===== src/rtl/pipe_reg_pkg.sv =====
// rtl/pipe_reg_pkg.sv - shared types and helpers for the elastic pipeline register
package pipe_pkg;

   typedef enum logic {
      PIPE_LOCKSTEP = 1'b0,
      PIPE_COLLAPSE = 1'b1
   } pipe_mode_e;

   // counter width able to hold every occupancy from 0 up to depth inclusive
   function automatic int cnt_w(input int depth);
      return $clog2(depth + 1);
   endfunction

endpackage


===== src/rtl/pipe_reg_if.sv =====
// rtl/pipe_reg_if.sv - producer/consumer handshake bundle of the pipeline register
interface pipe_reg_if #(
   parameter int WIDTH = 64
);
   logic             in_valid;
   logic [WIDTH-1:0] in_data;
   logic             in_ready;
   logic             out_valid;
   logic [WIDTH-1:0] out_data;
   logic             out_ready;

   // producer and consumer side, as seen by whoever drives the pipe
   modport master (
      output in_valid, in_data, out_ready,
      input  in_ready, out_valid, out_data
   );

   // the pipeline register itself
   modport slave (
      input  in_valid, in_data, out_ready,
      output in_ready, out_valid, out_data
   );
endinterface


===== src/rtl/pipe_reg_stage.sv =====
// rtl/pipe_reg_stage.sv - one valid bit plus data register of the elastic pipe
module pipe_stage #(
   parameter int               WIDTH     = 64,
   parameter logic [WIDTH-1:0] RESET_VAL = '0
) (
   input  logic             clk,
   input  logic             reset,
   input  logic             load,
   input  logic             kill,
   input  logic             vin,
   input  logic [WIDTH-1:0] din,
   output logic             vout,
   output logic [WIDTH-1:0] dout
);
   logic             valid_d, valid_q;
   logic [WIDTH-1:0] data_d, data_q;

   // kill only clears the valid bit; data moves only when a real entry arrives
   always_comb begin
      valid_d = valid_q;
      data_d  = data_q;
      if (kill) begin
         valid_d = 1'b0;
      end else if (load) begin
         valid_d = vin;
         if (vin) begin
            data_d = din;
         end
      end
   end

   // stage register with asynchronous active-low reset
   always_ff @(posedge clk or negedge reset) begin
      if (!reset) begin
         valid_q <= 1'b0;
         data_q  <= RESET_VAL;
      end else begin
         valid_q <= valid_d;
         data_q  <= data_d;
      end
   end

   assign vout = valid_q;
   assign dout = data_q;
endmodule


===== src/rtl/pipe_reg.sv =====
// rtl/pipe_reg.sv - parametrised elastic pipeline register with flush and occupancy count
module pipe_reg
   import pipe_pkg::*;
#(
   parameter int               WIDTH     = 64,
   parameter int               DEPTH     = 2,
   parameter logic [WIDTH-1:0] RESET_VAL = '0,
   parameter int               COLLAPSE  = 1
) (
   input  logic                    clk,
   input  logic                    reset,
   input  logic                    flush,
   pipe_reg_if.slave               bus,
   output logic [cnt_w(DEPTH)-1:0] count
);
   localparam int              CW   = cnt_w(DEPTH);
   localparam logic [CW-1:0]   FULL = CW'(DEPTH);
   localparam pipe_mode_e      MODE = (COLLAPSE != 0) ? PIPE_COLLAPSE : PIPE_LOCKSTEP;

   logic [DEPTH-1:0] valid;
   logic [WIDTH-1:0] data [DEPTH];
   logic [DEPTH:0]   rdy;
   logic             in_fire, out_fire;
   logic [CW-1:0]    count_d, count_q;

   if (DEPTH < 1) begin : g_depth_chk
      $error("pipe_reg: DEPTH must be at least 1");
   end

   // ready chain, walked from the consumer back towards stage 0
   always_comb begin
      rdy        = '0;
      rdy[DEPTH] = bus.out_ready;
      for (int k = DEPTH - 1; k >= 0; k--) begin
         if (MODE == PIPE_COLLAPSE) begin
            rdy[k] = !valid[k] || rdy[k+1];
         end else begin
            rdy[k] = bus.out_ready;
         end
      end
   end

   for (genvar k = 0; k < DEPTH; k++) begin : g_stage
      logic             vin;
      logic [WIDTH-1:0] din;
      if (k == 0) begin : g_head
         assign vin = bus.in_valid;
         assign din = bus.in_data;
      end else begin : g_body
         assign vin = valid[k-1];
         assign din = data[k-1];
      end
      pipe_stage #(
         .WIDTH     (WIDTH),
         .RESET_VAL (RESET_VAL)
      ) u_stage (
         .clk   (clk),
         .reset (reset),
         .load  (rdy[k]),
         .kill  (flush),
         .vin   (vin),
         .din   (din),
         .vout  (valid[k]),
         .dout  (data[k])
      );
   end

   // in_ready is held low during reset so nothing is accepted before release
   assign bus.in_ready  = rdy[0] && !flush && reset;
   assign bus.out_valid = valid[DEPTH-1] && !flush;
   assign bus.out_data  = data[DEPTH-1];
   assign in_fire       = bus.in_valid && bus.in_ready;
   assign out_fire      = bus.out_valid && bus.out_ready;

   // occupancy: flush empties the pipe, otherwise follow the two fires
   always_comb begin
      count_d = count_q;
      if (flush) begin
         count_d = '0;
      end else begin
         count_d = count_q + CW'(in_fire) - CW'(out_fire);
      end
   end

   // occupancy register
   always_ff @(posedge clk or negedge reset) begin
      if (!reset) begin
         count_q <= '0;
      end else begin
         count_q <= count_d;
      end
   end

   assign count = count_q;

   a_count_max: assert property (@(posedge clk) disable iff (!reset) count_q <= FULL);
   a_no_underflow: assert property (@(posedge clk) disable iff (!reset) (count_q == '0) |-> !out_fire);
   a_no_overflow: assert property (@(posedge clk) disable iff (!reset) (count_q == FULL) |-> !(in_fire && !out_fire));
   a_no_fire_on_flush: assert property (@(posedge clk) disable iff (!reset) flush |-> !out_fire);
endmodule


===== src/flat_wrapper.sv =====
// flat-port wrapper written by rule: the top's interface ports become plain ports
module pipe_reg_flat import pipe_pkg::*;
#(
   parameter int               WIDTH     = 64,
   parameter int               DEPTH     = 2,
   parameter logic [WIDTH-1:0] RESET_VAL = '0,
   parameter int               COLLAPSE  = 1
)
  (clk, reset, flush, count, bus_in_valid, bus_in_data, bus_out_ready, bus_in_ready, bus_out_valid, bus_out_data);
  pipe_reg_if #(.WIDTH(WIDTH)) bus_i ();
  input  logic clk;
  input  logic reset;
  input  logic flush;
  output logic [cnt_w(DEPTH)-1:0] count;
  input wire logic [$bits(bus_i.in_valid)-1:0] bus_in_valid;
  input wire logic [$bits(bus_i.in_data)-1:0] bus_in_data;
  input wire logic [$bits(bus_i.out_ready)-1:0] bus_out_ready;
  output wire logic [$bits(bus_i.in_ready)-1:0] bus_in_ready;
  output wire logic [$bits(bus_i.out_valid)-1:0] bus_out_valid;
  output wire logic [$bits(bus_i.out_data)-1:0] bus_out_data;
  assign bus_i.in_valid = bus_in_valid;
  assign bus_i.in_data = bus_in_data;
  assign bus_i.out_ready = bus_out_ready;
  assign bus_in_ready = bus_i.in_ready;
  assign bus_out_valid = bus_i.out_valid;
  assign bus_out_data = bus_i.out_data;
  pipe_reg #(.WIDTH(WIDTH), .DEPTH(DEPTH), .RESET_VAL(RESET_VAL), .COLLAPSE(COLLAPSE)) u_core (.clk(clk), .reset(reset), .flush(flush), .bus(bus_i), .count(count));
endmodule

===== config.mk =====
export PLATFORM = sky130hd
export DESIGN_NAME = pipe_reg_flat
export DESIGN_NICKNAME = d
export VERILOG_FILES = /design/src/rtl/pipe_reg_pkg.sv /design/src/rtl/pipe_reg_if.sv /design/src/rtl/pipe_reg_stage.sv /design/src/rtl/pipe_reg.sv /design/src/flat_wrapper.sv
export SDC_FILE = /design/constraint.sdc
export NUM_CORES = 1
export LEC_CHECK = 0
export CAP_MARGIN = 20
export CORE_MARGIN = 8
export CORE_UTILIZATION = 49
export CTS_CLUSTER_DIAMETER = 30
export CTS_CLUSTER_SIZE = 8
export DETAILED_ROUTE_END_ITERATION = 10
export HOLD_SLACK_MARGIN = 0.05
export PLACE_DENSITY = 0.8
export SETUP_SLACK_MARGIN = 0.05
export SYNTH_ARGS = -nofsm -noshare
export SYNTH_HDL_FRONTEND = slang
export SYNTH_SLANG_ARGS = --single-unit

===== constraint.sdc =====
create_clock -name clk -period 1.8 [get_ports clk]
set_clock_uncertainty 0.05 [all_clocks]
set_input_delay 0.36 -clock clk [delete_from_list [all_inputs] [get_ports clk]]
set_output_delay 0.36 -clock clk [all_outputs]
set_load 0.1 [all_outputs]

# --- Word-level counts from Yosys, hierarchy flattened ---
# Cells that the tools add are included.
word_totals:
  ff_bits: 132
  inputBits: 69
  out_inout_bits: 68
  wordCells: 27
op_classes:
  addsub: 2
  n_mux: 5
  bitwise_logic: 1
  reduce_logical: 14
op_table:
  columns: ["operator", "n"]
  rows:
  - ["$reduce_and 3->1", 2]
  - ["$logic_and 1x1->1", 5]
  - ["$mux 1", 4]
  - ["$reduce_bool 2->1", 2]
  - ["$logic_not 1->1", 3]
  - ["$add 2x1->2", 1]
  - ["$logic_or 1x1->1", 2]
  - ["$mux 2", 1]
  - ["$sub 2x1->2", 1]
  - ["$not 1->1", 1]

# --- Logic depth before layout (Yosys ltp) ---
# Gate-level depths: netlist (run 1).
depth:
  ltp_word: 9
  mapped_depth: 8
  depth_no_buf: 8

# --- Modules after synthesis ---
# From an unflattened synthesis (run 1), not the netlist that was laid out.
hier_totals:
  hier_cells: 292
  area_unflattened_um2: 5605.4
by_module_without_submodules:
  columns: ["mod", "instances", "cells_each", "area_each_um2", "seq_area_each_um2"]
  rows:
  - ["pipe_stage", 2, 139, 2725.1, 1626.6]
  - ["pipe_reg", 1, 14, 155.1, 50.0]

# --- Worst setup path after synthesis (run 1) ---
# No wires, ideal clock.
synth_path:
  kind: "reg2reg"
  start: "register u_core.g_stage[0].u_stage.valid_q"
  end: "register u_core.count_q[1], in the netlist u_core.count[1]"
  setup_time_ns: 0.119
  t_arrival_ns: 3.628
  t_required_ns: 1.631
  setup_slack_ns: -1.997
  stages_incl_launch_ff: 8
  n_path_buf: 0
  period_less_slack_ns: 3.797
  cell_sequence: "dfrtp_1 and3b_1 nor3b_1 and2_1 ha_1 xor2_1 xnor2_1 nor2_1"
synth_via:
  elab_chain_cells: 8
synth_rtl:
  columns: ["item", "line", "source"]
  rows:
  - ["start, declared", "pipe_reg_stage.sv:15", "logic valid_d, valid_q;"]
  - ["start signal, assigned", "pipe_reg_stage.sv:38", "valid_q <= valid_d;"]
  - ["$logic_not 1->1", "pipe_reg.sv:36", "rdy[k] = !valid[k] || rdy[k+1];"]
  - ["$logic_or 1x1->1", "pipe_reg.sv:36", null]
  - ["$logic_and 1x1->1 (2 in a row)", "pipe_reg.sv:69", "assign bus.in_ready = rdy[0] && !flush && reset;"]
  - ["named net bus_in_ready", "flat_wrapper.sv:18", "output wire logic [$bits(bus_i.in_ready)-1:0] bus_in_ready;"]
  - ["$logic_and 1x1->1", "pipe_reg.sv:72", "assign in_fire = bus.in_valid && bus.in_ready;"]
  - ["$add 2x1->2", "pipe_reg.sv:81", "count_d = count_q + CW'(in_fire) - CW'(out_fire);"]
  - ["$sub 2x1->2", "pipe_reg.sv:81", null]
  - ["$mux 2", "pipe_reg.sv:78", "if (flush) begin"]
  - ["named net u_core.count_d[1]", "pipe_reg.sv:24", "logic [CW-1:0] count_d, count_q;"]
  - ["end signal, assigned", "pipe_reg.sv:90", "count_q <= count_d;"]
  - ["end, declared", "pipe_reg.sv:24", null]
# The timed path passes the listed nets, and every way through them passes these cells.
# A chain may end at the register's enable or synchronous reset.

# --- Worst setup path in the final report (run 1) ---
layout_path:
  start: "input port bus_out_ready"
  end: "register u_core.g_stage[0].u_stage.data_q[7]"
layout_via:
  elab_chain_cells: 3
layout_rtl:
  columns: ["item", "line", "source"]
  rows:
  - ["start, declared", "flat_wrapper.sv:17", "input wire logic [$bits(bus_i.out_ready)-1:0] bus_out_ready;"]
  - ["$logic_or 1x1->1 (2 in a row)", "pipe_reg.sv:36", null]
  - ["$reduce_and 3->1 (no source line)", null, null]
  - ["end signal, assigned", "pipe_reg_stage.sv:39", "data_q <= data_d;"]
  - ["end, declared", "pipe_reg_stage.sv:16", "logic [WIDTH-1:0] data_d, data_q;"]
# No other way between the ends.

==> results.md, run 1 <==
* Status: finished, violations left
* Failing checks: negative setup slack
* Seq/Total Area, Yosys at 62.5%
* Worst setup margin at -329 ps
* Fill count at 491
* Largest cells by area after synthesis: dfrtp_1 62%, mux2_4 17%, mux2_1 14%, buf_12 2.3%, buf_4 0.85%
* Avg Cell Area, Syn at 18.0 sq um
* Asr flop ratio synth at 100%
* Die W at 120 um
* CTS tree: built
* Ys Warns at 0
* Max-slew violations at 0
* VDD IR max at 0.00125 V
* Pwr Density at 1650 mW/mm^2
* Ys flop type: dfrtp_1
* Layout cells sized above 1 at 57.3%
* Worst Path Arrival at 2480 ps
* Final nets at 548
* Last element of the critical path: u_core.g_stage[0].u_stage.dout[7]
* Adder-cell share of the synthesized area at 0.473%
* Placed Instances at 579
* Setup-failing EPs final at 131
* WP data required at 2150 ps
* Post-Syn Area at 0.00529 sq mm
* Main combinational cell family by area after synthesis: multiplexers
* Net Sw Frac at 41.0%
* Clk Latency, worst-skew pair at 520 ps
* R2r setup slk at -320 ps
* DR vias at 3207
* Internal at 8730 uW
* Area Growth Syn to Fin at 69.1%
* Post-synth top area share at 62.5%
* Clock share of power at 24.4%
* Post-route design area at 0.00894 sq mm
* Syn Inst Count at 294
* Kind of critical path: input pin to register
* Max_cap viols at 0
* RSZ-0062 raised after global routing: yes
* Die area at 0.0144 sq mm
* Critical path launch point type: input pin
* Final period utilization at 118%
* CP Max Fanout at 8
* Initial Utilization at 49.4%
* Final Critical Period at 2130 ps
* IO buf count at 136
* Synth Register Bits at 132
* Clock-pin slew on the worst setup and hold paths at 60 ps
* Power, Total at 14800 uW
* Reg-to-Reg End: u_core.g_stage[0].u_stage.dout[7]
* Leak at 0.00409 uW
* Root Buffer: clkbuf_8
* Clock sinks at 132
* Cell Area, Placed at 0.00763 sq mm
* Max Clk Rate at 470 MHz
* H-tree depth at 4
* Initial antenna violation count at 0
* Drt pass-1 iters at 4
* First-pass GRT wire length at 21000 um
* Final instance count without filler cells at 630
* Final hold slack at 411 ps
* Starting DRT DRC Count at 145
* Synth Area in Compound Gates at 0%
* Overall routed net length at 15100 um
* Num CTS Buffers at 17
* Vias in the first global route at 3724
* Worst slew pin tran at 689 ps
* Post-synth EDFFs at 0
* Xor-xnor portion of the synthesized cell area at 0.331%
* Congestion Overflow GR at 0
* Hold Crit Start: bus_in_data[34]
* Ant. Diodes at 0
* Combinational share of power at 46.3%
* Largest net degree at the start of global routing at 133
* Worst Setup SP: bus_out_ready
* Min-Delay Path Class: input pin to register
* Routability cong. at 0.762
* Yosys cell types at 18
* Via density at 5.09
* Final ANT Viol Nets at 0
* # DRC at 0
* Reg2Reg Depth at 8
* Syn_nets at 365
* RR Startpoint: u_core.g_stage[1].u_stage.vout
* Dpl hpwl at 8400 um
* Longest Clk Path Bufs at 2
* Top Ports at 137
* Multiplexer share of the synthesized area at 31.5%
* Post-DR wirelength/cell at 23.9 um
* Die Height at 120 um
* GR Util All Layers at 19.0%
* Largest area contributor in the netlist: dfrtp_1
* Slew margin rel. at 54.1%
* CP Capture Type: register
* Psw at 6060 uW
* DP Worst Slack at -391 ps
* Final hold vios at 0
* Rows at 38
* Simple-gate share of the synthesized area at 1.63%
* Reg power frac at 29.2%
* Core ar. at 0.0107 sq mm
synthesized netlist by cell type, types with 2 or more instances:
cell / n
and2_1: 2
buf_12: 6
buf_4: 6
dfrtp_1: 132
ha_1: 2
inv_1: 2
mux2_1: 64
mux2_2: 4
mux2_4: 60
nor2_1: 5
nor2b_1: 3
nor3b_1: 2
cells in the final DEF (no fill, tap or decap):
cell type / synthesis / routed
bufinv_16: 0 / 4
dfrtp_1: 132 / 132
clkinv_4: 0 / 3
and3b_2: 0 / 1
mux2_4: 60 / 127
and2_1: 2 / 1
clkinv_2: 0 / 2
buf_4: 6 / 8
inv_1: 2 / 1
nor2b_4: 0 / 1
inv_6: 0 / 3
buf_6: 1 / 12
ha_4: 0 / 2
clkbuf_8: 0 / 1
nor2b_1: 3 / 1
clkdlybuf4s50_1: 0 / 67
xor2_2: 0 / 1
mux2_2: 4 / 1
nor3b_2: 1 / 1
and2_4: 0 / 1
inv_4: 0 / 1
nor2_1: 5 / 5
buf_16: 0 / 4
buf_12: 6 / 78
nor3b_4: 0 / 2
clkbuf_16: 0 / 21
dlygate4sd3_1: 0 / 1
clkinvlp_4: 0 / 3
buf_8: 0 / 3
nor2b_2: 0 / 1
xnor2_1: 1 / 1
how the worst min path moves through the flow:
stage / end / depth (start not counted)
after floorplan: u_core.count[0] / 0
after global placement: u_core.g_stage[0].u_stage.dout[1] / 1
after detailed placement: u_core.g_stage[0].u_stage.dout[2] / 1
after CTS: u_core.g_stage[0].u_stage.dout[57] / 2
after global routing: u_core.g_stage[0].u_stage.dout[26] / 2
final: u_core.g_stage[0].u_stage.dout[34] / 2
state kept, by name, summed over array words and instances, names as in the netlist:
name	count
u_core.count	2
u_core.g_stage.u_stage.vout	2
u_core.g_stage.u_stage.dout	128
power by group through the flow:
stage                     clock, uW  combinational (uW)  sequential, uW
after floorplan                   0                 756            7190
after global placement            0                6300            4240
after detailed placement          0                6370            4290
after CTS                      3640                6530            4270
after global routing           3810                7030            4390
final                          3610                6850            4330
layout make-up:
type,instances,area [sq um],share of cell area (%)
Sequential cell,132,3300,36.9
Timing Repair Buffer,178,2720,30.4
Multi-Input combinational cell,146,2120,23.7
Clock buffer,17,414,4.63
Clock inverter,15,205,2.29
Tap cell,140,175,1.96
Inverter,2,10.0,0.112
worst max-delay path: stages:
cell	delay, ps
clkdlybuf4s50_1	550
and3b_2	260
buf_4	140
buf_4	140
nor3b_4	260
buf_6	230
buf_12	130
buf_16	110
mux2_4	300
routing by layer:
layer  track usage (%)  wire length [um]  part of all wire [%]
met4              7.26               144                  0.95
met5                 0                 0                     0
met3              7.23              1020                   6.7
met2              31.5              7800                    52
met1              22.0              6120                    41
kinds of logic (layout without fill, tap and decap cells):
| group | after synthesis | in the layout |
|---|---|---|
| DFF | 132 | 132 |
| adders and majority gates | 2 | 2 |
| muxes | 128 | 128 |
| xor gates and xnor gates | 2 | 2 |
| and+or+nand+nor | 14 | 14 |
| buffers and inverters | 16 | 212 |
per-stage QoR:
stage / setup TNS [ps] / util, %
global route: -32930 / 83.6
CTS: -5560 / 79.7
finish: -30300 / 83.6
global placement: -36500 / 71.4
detailed placement: -42530 / 71.4
floorplan: -954 / -
timing repair:
| action | CTS | global route |
|---|---|---|
| setup buffers | 5 | 8 |
| endpoints found under the hold margin | 132 | 0 |
| hold buffers | 1 | 0 |
| endpoints found under the setup margin | 28 | 131 |
| cloned | 4 | 6 |
| pin swaps | 2 | 7 |
| resized for setup | 23 | 76 |
(Power assumes the default switching activity.)
==> run 2, diff against run 1 <==
- REMOVE_ABC_BUFFERS: not set -> 1
==> run 2 against run 1 <==
  * The run still ends with negative setup slack left
  * Core utilization down 4.5 points
  * Fmax up 3.0%
  * Via count down 4.5%
  * Non-clock buffer count down 7
  * Die area unchanged
  * Clock power down 5%
  * Design area down 5.4%
  * Critical path depth down 5
  * Clock-buffer cell count up 5
  * Critical path type is now register to output pin
  * Largest power group unchanged
  * Highest routed layer unchanged
==> results.md, run 2 (synthesis results as in run 1) <==
* Setup-failing EPs final at 118 (was 131)
* Area Growth Syn to Fin at 60.0% (was 69.1%)
* Via density at 4.92 (was 5.09)
* DR vias at 3063 (was 3207)
* Initial Utilization at 49.4% (unchanged)
* Vias in the first global route at 3563 (was 3724)
* Reg area at 0.00330 sq mm (unchanged)
* Worst setup margin at -267 ps (was -329 ps)
* Critical path launch point type: register (was input pin)
* Power, Total at 14100 uW (was 14800 uW)
* Max_cap viols at 0 (unchanged)
* CP max stage delay at 380 ps (was 550 ps)
* Dpl hpwl at 8610 um (was 8400 um)
* Overall routed net length at 13000 um (was 15100 um)
* Reg2Reg Depth at 10 (was 8)
* Num CTS Buffers at 17 (unchanged)
* Die W at 120 um (unchanged)
* Hold Crit Start: bus_in_data[22] (was bus_in_data[34])
* Largest net degree at the start of global routing at 133 (unchanged)
* Leak at 0.00383 uW (was 0.00409 uW)
* Post-DR wirelength/cell at 20.8 um (was 23.9 um)
* Min-Delay Path Class: input pin to register (unchanged)
* CP delay by family, top: simple AND/OR/NAND/NOR gates (was buffers and inverters)
* Max Clk Rate at 484 MHz (was 470 MHz)
* Rows at 38 (unchanged)
* WP data required at 1390 ps (was 2150 ps)
* Pwr Density at 1670 mW/mm^2 (was 1650 mW/mm^2)
* Clock-pin slew on the worst setup and hold paths at 60 ps (about the same)
* Ant. Diodes at 0 (unchanged)
* Die area at 0.0144 sq mm (unchanged)
* # DRC at 0 (unchanged)
* Final hold vios at 0 (unchanged)
* Crit-path slowest cell: dfrtp_1 (was clkdlybuf4s50_1)
* Critical Path, Cell by Cell: and3b_2 > nor3b_2 > buf_4 > buf_12 (was clkdlybuf4s50_1 > and3b_2 > buf_4 > buf_4 > nor3b_4 > buf_6 > buf_12 > buf_16 > mux2_4)
* Layout cells sized above 1 at 43.7% (was 57.3%)
* Drt pass-1 iters at 5 (was 4)
* Root Buffer: clkbuf_8 (unchanged)
* Routability cong. at 0.697 (was 0.762)
* Congestion Overflow GR at 0 (unchanged)
* Final nets at 541 (was 548)
* Max-slew violations at 0 (unchanged)
* Initial antenna violation count at 0 (unchanged)
* Kind of critical path: register to output pin (was input pin to register)
* Final ANT Viol Nets at 0 (unchanged)
* CTS tree: built (unchanged)
* Final Critical Period at 2070 ps (was 2130 ps)
* H-tree depth at 4 (unchanged)
* Die Height at 120 um (unchanged)
* Most frequent cells in the layout: 132 x dfrtp_1, 72 x buf_12, 67 x clkdlybuf4s50_1 (was 132 x dfrtp_1, 127 x mux2_4, 78 x buf_12)
* Starting DRT DRC Count at 172 (was 145)
* RR Startpoint: u_core.g_stage[1].u_stage.vout (unchanged)
* Hold Path End: u_core.g_stage[0].u_stage.dout[22] (was u_core.g_stage[0].u_stage.dout[34])
* Reg-to-Reg End: u_core.count[1] (was u_core.g_stage[0].u_stage.dout[7])
* Slew margin rel. at 50.3% (was 54.1%)
* Core ar. at 0.0107 sq mm (unchanged)
* Multi-input logic area at 0.00186 sq mm (was 0.00212 sq mm)
* Most common cell after layout, fill and taps aside: dfrtp_1 (unchanged)
* Sum Neg Setup Slack at -7280 ps (was -30300 ps)
* First-pass GRT wire length at 19800 um (was 21000 um)
* Clk Latency, worst-skew pair at 510 ps (was 520 ps)
* Worst slew pin tran at 745 ps (was 689 ps)
* Clock sinks at 132 (unchanged)
* Final period utilization at 115% (was 118%)
* CP Max Fanout at 2 (was 8)
* CP Capture Type: output pin (was register)
* Failing checks: negative setup slack (unchanged)
* Worst Path Arrival at 1660 ps (was 2480 ps)
* Fill count at 595 (was 491)
* GR Util All Layers at 17.9% (was 19.0%)
* CP bufs+invs at 2 (was 6)
* RSZ-0062 raised after global routing: yes (unchanged)
* Worst hold path stage count at 2 (unchanged)
* Top Ports at 137 (unchanged)
* VDD IR max at 0.00116 V (was 0.00125 V)
* R2r setup slk at -160 ps (was -320 ps)
* Status: finished, violations left (unchanged)
* Longest Clk Path Bufs at 2 (unchanged)
* IO buf count at 136 (unchanged)
* Max FFs per register at 128 (unchanged)
-- run 2: cell count changes in the layout (fill, tap and decap cells not counted), sizes merged --
cell	before	now
bufinv	4	3
buf	105	98
clkinvlp	3	1
clkinv	5	6
inv	5	2
clkbuf	22	27
-- run 2: per-stage QoR --
stage               instances  hold WS [ps]  instance area (sq um)  setup WS, ps  utilization, %
floorplan                 280          14.4                   5110         -4400               -
global placement          579           414                   7570          -320            70.7
detailed placement        579           421                   7570          -387            70.7
CTS                       615           374                   8210          -284            76.7
global route              623           383                   8460          -315            79.1
finish                    623           404                   8460          -267            79.1
-- run 2: metal layers --
layer	global-route usage (%)	wire length [um]	part of all wire, %
met5	0	0	0
met4	6.32	137	1.1
met3	7.75	936	7.2
met2	30.1	6780	52
met1	20.0	5110	39
-- run 2: final cells by class --
cell class | instances | area share [%]
Timing Repair Buffer | 171 | 29.8
Tap cell | 140 | 2.07
Clock inverter | 10 | 1.51
Clock buffer | 22 | 5.59
Inverter | 2 | 0.0887
Multi-Input combinational cell | 146 | 21.9
Sequential cell | 132 | 39.0
-- run 2: how the worst max path moves through the flow --
stage | slack [ps] | cells after the start | end | from
after floorplan | -4400 | 3 | u_core.g_stage[1].u_stage.dout[41] | u_core.g_stage[1].u_stage.vout
after global placement | -320 | 6 | u_core.g_stage[0].u_stage.dout[48] | bus_out_ready
after detailed placement | -390 | 8 | u_core.count[1] | bus_out_ready
after CTS | -280 | 4 | bus_in_ready | u_core.g_stage[1].u_stage.vout
after global routing | -310 | 4 | bus_in_ready | u_core.g_stage[0].u_stage.vout
final | -270 | 4 | bus_in_ready | u_core.g_stage[0].u_stage.vout
-- run 2: what timing repair did --
| action | in CTS | in global routing |
|---|---|---|
| buffers inserted | 3 | 3 |
| gates cloned | 0 | 6 |
| pin swaps | 4 | 8 |
| hold buffers | 1 | 0 |
| resized for setup | 3 | 25 |
| hold endpoints to repair | 132 | 0 |
| endpoints found under the setup margin | 2 | 130 |
-- run 2: power breakdown --
part	leakage (uW)	switching [uW]	internal, uW
combinational	0.00197	3940	2460
sequential	0.00157	632	3640
clock	0.000300	1180	2240
-- run 2: worst register-to-register path, cell delays in order (launching register included) --
cell and delay (ps):
dfrtp_1 380, buf_4 140, buf_4 130, nor2b_4 120, and2_1 130, ha_1 280
inv_1 70, ha_2 190, xor2_2 170, xnor2_1 130, nor2_1 60
==> run 3, diff against run 2 <==
- RECOVER_POWER: not set -> 100
==> run 3 against run 2 <==
  * The run still ends with negative setup slack left
  * First-iteration DRC count increased by 1.2%
  * Sequential power about the same
  * Core utilization decreased by 0.070 points
  * Critical path depth unchanged
  * Non-clock buffer count unchanged
  * Global-route usage unchanged
  * Register-to-register slack about the same
  * Worst setup slack improved by 4.9 ps
  * Critical endpoint unchanged
  * Highest routed layer unchanged
==> results.md, run 3 (synthesis results as in run 1) <==
* H-tree depth at 4 (unchanged)
* RSZ-0062 raised after global routing: yes (unchanged)
* Initial antenna violation count at 0 (unchanged)
* Status: finished, violations left (unchanged)
* # DRC at 0 (unchanged)
* Layout cells sized above 1 at 43.5% (was 43.7%)
* Min-Delay Path Class: input pin to register (unchanged)
* Reg-to-Reg End: u_core.count[1] (unchanged)
* Hold Crit Start: bus_in_data[22] (unchanged)
* Pwr Density at 1670 mW/mm^2 (about the same)
* Worst hold path stage count at 2 (unchanged)
* Worst slew pin tran at 735 ps (was 745 ps)
* IO buf count at 136 (unchanged)
* Rows at 38 (unchanged)
* Via density at 4.93 (was 4.92)
* CTS tree: built (unchanged)
* RR Startpoint: u_core.g_stage[1].u_stage.vout (unchanged)
* Slew margin rel. at 51.0% (was 50.3%)
* Area Growth Syn to Fin at 59.9% (was 60.0%)
* Max_cap viols at 0 (unchanged)
* Die W at 120 um (unchanged)
* Hold Path End: u_core.g_stage[0].u_stage.dout[22] (unchanged)
* Max FFs per register at 128 (unchanged)
* Top Ports at 137 (unchanged)
* CP Max Fanout at 2 (unchanged)
* Kind of critical path: register to output pin (unchanged)
* WP data required at 1390 ps (about the same)
* Most frequent cells in the layout: 132 x dfrtp_1, 72 x buf_12, 67 x clkdlybuf4s50_1 (unchanged)
* Final ANT Viol Nets at 0 (unchanged)
* Reg2Reg Depth at 10 (unchanged)
* Most common cell after layout, fill and taps aside: dfrtp_1 (unchanged)
* Core ar. at 0.0107 sq mm (unchanged)
* VDD IR max at 0.00116 V (about the same)
* Setup-failing EPs final at 116 (was 118)
* First-pass GRT wire length at 19800 um (unchanged)
* Overall routed net length at 13000 um (about the same)
* Final period utilization at 115% (about the same)
* Root Buffer: clkbuf_8 (unchanged)
* Die Height at 120 um (unchanged)
* Critical path launch point type: register (unchanged)
* Clock sinks at 132 (unchanged)
* Failing checks: negative setup slack (unchanged)
* Final hold slack at 403 ps (was 404 ps)
* Post-DR wirelength/cell at 20.9 um (was 20.8 um)
* R2r setup slk at -160 ps (about the same)
* Ant. Diodes at 0 (unchanged)
* Max Clk Rate at 485 MHz (was 484 MHz)
* DR vias at 3073 (was 3063)
* Dpl hpwl at 8610 um (unchanged)
* Leak at 0.00383 uW (about the same)
* Starting DRT DRC Count at 174 (was 172)
* CP Capture Type: output pin (unchanged)
* Final nets at 541 (unchanged)
* Initial Utilization at 49.4% (unchanged)
* Largest net degree at the start of global routing at 133 (unchanged)
* Routability cong. at 0.697 (unchanged)
* Clock-pin slew on the worst setup and hold paths at 60 ps (about the same)
* Clk Latency, worst-skew pair at 510 ps (about the same)
* GR Util All Layers at 17.9% (unchanged)
* Final Critical Period at 2060 ps (was 2070 ps)
* Fin util at 79.0% (was 79.1%)
* Worst Path Arrival at 1650 ps (was 1660 ps)
* Num CTS Buffers at 17 (unchanged)
* Max-slew violations at 0 (unchanged)
* Congestion Overflow GR at 0 (unchanged)
* Die area at 0.0144 sq mm (unchanged)
* Longest Clk Path Bufs at 2 (unchanged)
* Drt pass-1 iters at 4 (was 5)
* Vias in the first global route at 3563 (unchanged)
* Final hold vios at 0 (unchanged)
* Worst setup margin at -262 ps (was -267 ps)
-- run 3: layout make-up --
cell class | instances | area [sq um]
sequential | 132 | 3300
inverter | 2 | 7.51
timing repair buffer | 171 | 2520
clock inverter | 10 | 128
clock buffer | 22 | 473
fill | 595 | 2240
tap | 140 | 175
multi-input combinational | 146 | 1850
-- run 3: what timing repair did --
| item | CTS | global route |
|---|---|---|
| hold endpoints to repair | 132 | 0 |
| setup endpoints to repair | 2 | 130 |
| resized for setup | 3 | 25 |
| hold buffers | 1 | 0 |
| pin swaps | 4 | 8 |
| buffers inserted | 3 | 3 |
| gates cloned | 0 | 6 |
-- run 3: worst max path at each step --
stage                                               from                                  to  slack, ps
after floorplan           u_core.g_stage[1].u_stage.vout  u_core.g_stage[1].u_stage.dout[41]      -4400
after global placement                     bus_out_ready  u_core.g_stage[0].u_stage.dout[48]       -320
after detailed placement                   bus_out_ready                     u_core.count[1]       -390
after CTS                 u_core.g_stage[1].u_stage.vout                        bus_in_ready       -280
after global routing      u_core.g_stage[0].u_stage.vout                        bus_in_ready       -310
final                     u_core.g_stage[0].u_stage.vout                        bus_in_ready       -260
-- run 3: critical path, cell delays in order (launching register included) --
cell and delay [ps]:
dfrtp_1 380, and3b_2 240, nor3b_2 200, buf_4 150, buf_12 160
-- run 3: layer usage --
metal | part of all wire [%] | global-route usage, % | wire length (um)
met1 | 39 | 20.0 | 5130
met2 | 52 | 30.1 | 6760
met3 | 7.3 | 7.75 | 947
met4 | 1.2 | 6.32 | 155
met5 | 0 | 0 | 0
-- run 3: per-stage QoR --
stage	instances	total power [uW]	setup WS [ps]	cell area, sq um	setup TNS (ps)
final	623	14100	-262	8450	-9860
after global routing	623	14500	-315	8450	-16760
after CTS	615	14200	-284	8210	-368
after detailed placement	579	10700	-387	7570	-37950
after global placement	579	10500	-320	7570	-35810
after floorplan	280	7940	-4400	5110	-483840
-- run 3: report_power, final --
part / switching [uW] / internal (uW) / leakage, uW / total, uW
sequential: 633 / 3640 / 0.00157 / 4270
clock: 1190 / 2240 / 0.000300 / 3430
combinational: 3940 / 2460 / 0.00196 / 6400
